`src/rtl/dda_ctrl_pkg.sv`:
```
// dda_ctrl_pkg: shared state encoding and sample-stream constants for the DDA run controller
package dda_ctrl_pkg;
  typedef enum logic [1:0] {IDLE = 2'd0, LOAD = 2'd1, RUN = 2'd2, DRAIN = 2'd3} state_t;
  localparam int SAMPLE_BYTES = 4;
  localparam int BIDX_W = $clog2(SAMPLE_BYTES);
endpackage

```
`src/rtl/dda_sample_serializer.sv`:
```
// dda_sample_serializer: parallel-load shift buffer streaming one {x,y} sample MSB byte first
module dda_sample_serializer import dda_ctrl_pkg::*; #(
  parameter int W = 8 * SAMPLE_BYTES
) (
  input  logic         clk,
  input  logic         rst,
  input  logic         flush_i,
  input  logic         load_i,
  input  logic [W-1:0] data_i,
  input  logic         out_ready_i,
  output logic [7:0]   out_data_o,
  output logic         out_valid_o,
  output logic         free_o
);
  logic [W-1:0]      sr_q;
  logic [BIDX_W-1:0] idx_q;
  logic              valid_q;
  logic              last;
  // free already in the cycle the final byte handshakes, so a new sample can follow without a bubble
  assign last = valid_q && out_ready_i && idx_q == BIDX_W'(SAMPLE_BYTES - 1);
  assign free_o = !valid_q || last;
  assign out_data_o = sr_q[W-1 -: 8];
  assign out_valid_o = valid_q;
  // load has priority over shifting; flush drops a partly sent sample
  always_ff @(posedge clk) begin
    if (rst || flush_i) begin
      sr_q <= '0;
      idx_q <= '0;
      valid_q <= 1'b0;
    end else if (load_i) begin
      sr_q <= data_i;
      idx_q <= '0;
      valid_q <= 1'b1;
    end else if (valid_q && out_ready_i) begin
      sr_q <= sr_q << 8;
      idx_q <= idx_q + BIDX_W'(1);
      valid_q <= !last;
    end
  end
endmodule

```
`src/rtl/dda_run_ctrl.sv`:
```
// dda_run_ctrl: sequences the DDA core, decimates its (x,y) trajectory and streams samples as bytes
module dda_run_ctrl import dda_ctrl_pkg::*; #(
  parameter int N = 16,
  parameter int STEP_W = 16,
  parameter int DEC_W = 8
) (
  input  logic              clk,
  input  logic              rst,
  input  logic              start,
  input  logic              abort,
  input  logic [STEP_W-1:0] num_steps,
  input  logic [DEC_W-1:0]  decim,
  output logic              core_en,
  output logic              core_rst,
  input  logic [N-1:0]      core_x,
  input  logic [N-1:0]      core_y,
  output logic [7:0]        out_data,
  output logic              out_valid,
  input  logic              out_ready,
  output logic              busy,
  output logic              done,
  output logic [STEP_W-1:0] step_cnt
);
  state_t            state_q;
  logic [STEP_W-1:0] step_q, nsteps_q;
  logic [DEC_W-1:0]  dec_q, dfac_q, dec_inc, dec_nxt;
  logic              pend_q, done_q;
  logic              ser_free, ser_load, cap, step, last;
  // a step that must capture waits for the buffer; otherwise the core steps every RUN cycle
  assign cap = dec_q == '0;
  assign step = state_q == RUN && !(cap && !ser_free);
  assign dec_inc = dec_q + DEC_W'(1);
  assign dec_nxt = dec_inc == dfac_q ? '0 : dec_inc;
  assign last = nsteps_q != '0 && step_q + STEP_W'(1) == nsteps_q;
  assign ser_load = (step && cap) || (state_q == DRAIN && pend_q && ser_free);
  assign core_en = state_q == LOAD || step;
  assign core_rst = state_q == LOAD;
  assign busy = state_q != IDLE;
  assign done = done_q;
  assign step_cnt = step_q;
  dda_sample_serializer #(.W(2 * N)) u_ser (
    .clk         (clk),
    .rst         (rst),
    .flush_i     (abort),
    .load_i      (ser_load),
    .data_i      ({core_x, core_y}),
    .out_ready_i (out_ready),
    .out_data_o  (out_data),
    .out_valid_o (out_valid),
    .free_o      (ser_free)
  );
  // run sequencer: run parameters latched at start, done raised as the FSM returns to IDLE
  always_ff @(posedge clk) begin
    if (rst) begin
      state_q <= IDLE;
      step_q <= '0;
      nsteps_q <= '0;
      dec_q <= '0;
      dfac_q <= '0;
      pend_q <= 1'b0;
      done_q <= 1'b0;
    end else if (abort) begin
      state_q <= IDLE;
      pend_q <= 1'b0;
      done_q <= 1'b0;
    end else begin
      done_q <= 1'b0;
      case (state_q)
        IDLE: if (start && !done_q) begin
          state_q <= LOAD;
          nsteps_q <= num_steps;
          dfac_q <= decim == '0 ? DEC_W'(1) : decim;
          step_q <= '0;
          dec_q <= '0;
        end
        LOAD: state_q <= RUN;
        RUN: if (step) begin
          step_q <= step_q + STEP_W'(1);
          dec_q <= dec_nxt;
          if (last) begin
            state_q <= DRAIN;
            pend_q <= dec_nxt == '0;
          end
        end
        DRAIN: if (pend_q) begin
          if (ser_free) pend_q <= 1'b0;
        end else if (ser_free) begin
          state_q <= IDLE;
          done_q <= 1'b1;
        end
      endcase
    end
  end
endmodule

```
`config.mk`:
```
export PLATFORM = sky130hd
export DESIGN_NAME = dda_run_ctrl
export DESIGN_NICKNAME = d
export VERILOG_FILES = /design/src/rtl/dda_ctrl_pkg.sv /design/src/rtl/dda_sample_serializer.sv /design/src/rtl/dda_run_ctrl.sv
export SDC_FILE = /design/constraint.sdc
export NUM_CORES = 1
export LEC_CHECK = 0
export CAP_MARGIN = 10
export CORE_MARGIN = 2
export CORE_UTILIZATION = 53
export CTS_CLUSTER_SIZE = 40
export DETAILED_ROUTE_END_ITERATION = 8
export PLACE_DENSITY_LB_ADDON = 0.1
export SYNTH_ARGS = -nofsm -noshare
export SYNTH_HDL_FRONTEND = slang
export SYNTH_SLANG_ARGS = --single-unit
```
`constraint.sdc`:
```
create_clock -name clk -period 3 [get_ports clk]
set_input_delay 0.6 -clock clk [delete_from_list [all_inputs] [get_ports clk]]
set_output_delay 0.6 -clock clk [all_outputs]
set_load 0.05 [all_outputs]
```
======== Yosys cells after proc, flatten, opt, wreduce, memory -nomap -nowiden ========
Index checks and enable logic that the tools add are counted.
Widths: inputs -> output; s select.
cells by class
  add/sub/neg operators ................... 3
  equal/unequal tests ..................... 11
  mux-type cells .......................... 24
  bitwise operators ....................... 2
  reductions and logical operators ........ 34
operator list
  operator               number
  $mux 32                2
  $mux 16                2
  $mux 8                 4
  $pmux 16 s2            1
  $logic_not 8->1        3
  $add 16x1->16 const B  1
  $eq 16x16->1           1
  $pmux 8 s2             1
  $reduce_bool 16->1     1
  $mux 2                 5
  $ne 2x2->1 const B     5
  $logic_and 1x1->1      9
  $add 8x1->8 const B    1
  $eq 8x8->1             1
  $pmux 2 s4             1
  $reduce_bool 2->1      4
  $mux 1                 7
  $eq 2x2->1 const B     3
  $reduce_and 3->1       2
  $logic_not 1->1        5
  $reduce_and 5->1       1
  $logic_or 1x1->1       4
  $reduce_and 4->1       1
  $reduce_or 2->1        2
  6 further kinds        7
word-level totals
  register bits after elaboration ......... 87
  word-level logic and storage cells ...... 84

======== Longest topological paths before layout ========
  depth after elaboration ................. 10
  depth in mapped cells ................... 10

======== Hierarchy ========
Synthesis repeated with hierarchy kept, for this count alone.
unflattened totals
  cell total of the unflattened synthesis .. 638
  area, all modules ....................... 5073.6 um^2
by module, submodules not included
  module                 times used  cells each  area an instance (um^2)  sequential area each (um^2)
  dda_run_ctrl           1           443         3316.9                   1041.0
  dda_sample_serializer  1           195         1756.7                   700.7

======== Worst setup path after synthesis ========
No wires, ideal clock.
  path type ............................... register to register
  from .................................... reg step_q[1] (netlist: step_cnt[1])
  to ...................................... reg pend_q
  library setup time ...................... 0.123 ns
  arrival ................................. 2.732 ns
  setup slack ............................. 0.145 ns
  stages on the path, launching flop included .. 10
  clock period less this slack ............ 2.855 ns
  cell sequence ........................... dfxtp_1 ha_1 clkbuf_2 nand4_1 or3_1 a32o_1 a2111oi_4 nand4_1 mux2i_1 mux2_1
on the way
  cells in the longest elaborated chain, start to end .. 5
ends and longest elaborated chain
  item                               line                text
  start: declaration                 dda_run_ctrl.sv:25  logic [STEP_W-1:0] step_q, nsteps_q;
  start signal: assignment           dda_run_ctrl.sv:78  step_q <= step_q + STEP_W'(1);
  $add 16x1->16                      dda_run_ctrl.sv:34  assign last = nsteps_q != '0 && step_q + STEP_W'(1) == nsteps_q;
  $eq 16x16->1                       dda_run_ctrl.sv:34
  $logic_and 1x1->1                  dda_run_ctrl.sv:34
  $ne 2x2->1 (no source line)        --
  $reduce_and 3->1 (no source line)  --
  end signal: assignment             dda_run_ctrl.sv:60  pend_q <= 1'b0;
  end signal: assignment             dda_run_ctrl.sv:64  pend_q <= 1'b0;
  end signal: assignment             dda_run_ctrl.sv:82  pend_q <= dec_nxt == '0;
  end: declaration                   dda_run_ctrl.sv:27  logic pend_q, done_q;
No other way between the ends.
A chain may end at the register's enable or synchronous reset.

======== Final worst setup path ========
  from .................................... reg dec_q[0]
  to ...................................... out core_en
on the way
  cells in the longest elaborated chain, start to end .. 5
ends and longest elaborated chain
  item                      line                text
  start: declaration        dda_run_ctrl.sv:26  logic [DEC_W-1:0] dec_q, dfac_q, dec_inc, dec_nxt;
  start signal: assignment  dda_run_ctrl.sv:79  dec_q <= dec_nxt;
  $logic_not 8->1           dda_run_ctrl.sv:30  assign cap = dec_q == '0;
  $logic_and 1x1->1         dda_run_ctrl.sv:31  assign step = state_q == RUN && !(cap && !ser_free);
  $logic_not 1->1           dda_run_ctrl.sv:31
  $logic_and 1x1->1         dda_run_ctrl.sv:31
  $logic_or 1x1->1          dda_run_ctrl.sv:36  assign core_en = state_q == LOAD || step;
  end: declaration          dda_run_ctrl.sv:13  output logic core_en,
No other way between the ends.

==> out/qor.txt <==
total number of H-tree levels -> 3
cell taking the most area after synthesis -> dfxtp_1
fraction of final layout cells with drive strength greater than 1 -> 6.26%
arrival time at the worst endpoint -> 2.15 ns
length of the first detailed-routing pass in iterations -> 5
type of element launching the critical path -> register
crit-path cells -> inv_1 > ha_1 > nor4b_1 > nand3_1 > a21o_1 > buf_4
number of fill cells -> 743
Static Leak -> 1.96 nW
worst-case setup slack after placement -> 0.307 ns
WL per Instance -> 15.4 microns
final weighted congestion in routability-driven placement -> 0.910
area post-placement -> 0.00562 sq mm
final worst-path setup slack -> 0.247 ns
count of hold buffers inserted by post-cts repair -> 0
total standard cell area after synthesis -> 0.00475 sq mm
# IOs -> 90
clock latency at the later pin of the worst-skew pair -> 0.36 ns
total power -> 2.30 mW
sum of routed wire length over all layers -> 12,200 microns
setup TNS -> 0 ns
die height -> 98.7 microns
count leader, synth -> nand2_1
row cnt -> 34
critical-path maximum fanout -> 7
Synth top cells by count -> 114 x nand2_1, 87 x dfxtp_1, 58 x a21oi_1
global-route wire length before repair -> 20,200 microns
outcome -> completed
Buf+Inv Stages, Crit Path -> 2
actual slew at the worst max-slew pin -> 0.964 ns
number of setup buffers added after CTS -> 0
Final HPWL DP -> 8780 microns
sequential cell area fraction in the yosys report -> 36.7%
Slew Viols, Final -> 0
number of failing hold endpoints at the final stage -> 0
initial antenna violation count -> 0
crit share post-route -> 91.8%
Post-synth top flop -> dfxtp_1
Clock Root Buffer -> clkbuf_8
largest net degree at the start of global routing -> 57
cell at the slowest stage of the critical path -> nor4b_1
Finish-stage setup viols -> 0
worst slew slack as a fraction of its limit -> 35.8%
number of global-route vias before repair -> 4,324
CTS tree -> built
setup repair after global routing missed its margin -> false
die boundary width -> 98.7 microns
deepest clock path buffer count -> 2
antenna cells -> 0
Iter 0 DRT Violations -> 229
overflow left after global routing -> 0
Mean Syn Cell Area -> 7.59 sq um
Sink Count -> 87
average via count per standard cell -> 5.83
starting utilization of the core area -> 54.5%
number of synthesized flops with an enable pin -> 0
Port Buffer Count -> 89
Syn. warnings -> 0
Fmax achieved -> 0.363 GHz
fraction of synthesis flops using an asynchronous set or reset pin -> 0%
area of all placed cells without fillers -> 0.00582 sq mm
synthesis-stage register bit count -> 87
count of distinct cell types in the synthesized netlist -> 60
count of mapped cells out of synthesis -> 626
Setup crit end kind -> output port
remaining design rule violation count -> 0
CTS buffer count -> 9
family with the most delay on the worst path -> simple AND/OR/NAND/NOR gates
Hold Crit Class -> reg2reg
Clock transition at path regs -> 0.09 ns
Net Count, Synth -> 695
detailed-route via count -> 4,636
die footprint -> 0.00974 sq mm
Synth top area share -> 36.7%
final critical-path required period -> 2.75 ns
kind of critical path -> reg2out
Core ar. -> 0.00872 sq mm
required time of the critical path -> 2.40 ns
worst clock skew on the final layout -> 0.0146 ns
Largest stage delay, worst path -> 0.50 ns
total power density per cell area -> 395 mW/mm^2
post_cts resized -> 0
final layout net count -> 751
Final ANT Viol Nets -> 0
synthesis-to-finish area growth -> 22.5%
total of max-cap violations -> 0
GRT Total Usage -> 25.1%
cell types occupying the most area after synthesis -> dfxtp_1 37%, nand2_1 9.0%, a21oi_1 6.1%
Max VDD drop -> 0.000224 V
-- per-stage QoR --
stage | utilization (%) | cells | hold slack (ns)
finish | 66.7 | 795 | 0.472
global placement | 64.5 | 779 | 0.456
global route | 66.7 | 795 | 0.493
floorplan | - | 626 | 0.446
detailed placement | 64.5 | 779 | 0.462
CTS | 66.7 | 795 | 0.475
-- metal layers --
metal | track usage [%] | part of all wire (%) | routed length (microns) | vias to the layer above
met5 | 0 | 0 | 0 | -
met4 | 11.9 | 3.4 | 419 | 0
met3 | 4.11 | 5.9 | 724 | 28
met2 | 42.4 | 48 | 5930 | 173
met1 | 31.3 | 42 | 5150 | 2134
li1 | - | - | - | 2301
-- layout make-up --
type / instances / area [sq um] / area share [%]
Tap cell: 108 / 135 / 2.32
Sequential cell: 87 / 1740 / 29.9
Clock buffer: 10 / 128 / 2.19
Multi-Input combinational cell: 470 / 2700 / 46.4
Clock inverter: 6 / 70.1 / 1.20
Inverter: 12 / 45.0 / 0.774
Timing Repair Buffer: 102 / 998 / 17.2
-- cell families (layout without fill, tap and decap cells) --
family | after synthesis | in the layout | share of synthesized area (%)
AOI/OAI and AO/OA | 129 | 129 | 17.8
xor gates and xnor gates | 34 | 34 | 6.27
adders and majority gates | 8 | 8 | 2.11
buffers and inverters | 69 | 130 | 6.58
DFF | 87 | 87 | 36.7
muxes | 4 | 4 | 0.869
and+or+nand+nor | 295 | 295 | 29.7
-- placed cells by master (no fill, tap or decap), drive strengths merged, types with 2 or more instances in the layout --
cell	count
or4	4
nor3	17
inv	13
clkdlybuf4s50	88
nor4	10
nand2b	5
nor2b	6
a311oi	24
a21oi	58
o211ai	2
and4	6
nand4	8
clkbuf	10
mux2i	3
nor2	54
o21ai	17
buf	14
and2	3
ha	8
a211oi	3
o31ai	2
or3	6
a31oi	7
nand3	49
and3	3
a211o	2
nor3b	2
dfxtp	87
xnor2	23
clkinvlp	3
or2	4
xor2	11
nand2	114
-- path summary, 6_finish.rpt --
check,slack (ns),startpoint,end,cells past startpoint
min,0.47,u_ser.sr_q[1]$_SDFFE_PP0P_,u_ser.sr_q[1]$_SDFFE_PP0P_,2
min reg2reg,0.47,u_ser.sr_q[1]$_SDFFE_PP0P_,u_ser.sr_q[1]$_SDFFE_PP0P_,2
max reg2reg,0.34,step_cnt[8]$_SDFFE_PP0P_,pend_q$_SDFFE_PP0P_,7
max,0.25,dec_q[0]$_SDFFE_PP0P_,core_en,6
-- power breakdown --
group	switching (mW)	internal [mW]
logic	0.142	0.136
registers	0.0221	1.18
clock network	0.432	0.389
-- worst reg2reg max path, stage by stage, from the launching register on --
cell and delay (ns):
dfxtp_1 0.60, nand4_4 0.19, or3_1 0.38, a211o_1 0.34, a2111oi_4 0.40, nand4_1 0.13, mux2i_1 0.16, mux2_1 0.34
-- state kept, by name, summed over array words and instances (netlist names) --
register	cells
u_ser.sr_q	32
nsteps_q	16
step_cnt	16
dec_q	8
dfac_q	8
state_q	2
u_ser.idx_q	2
done	1
pend_q	1
u_ser.out_valid_o	1
No activity file was read; power rests on OpenSTA's default activity.
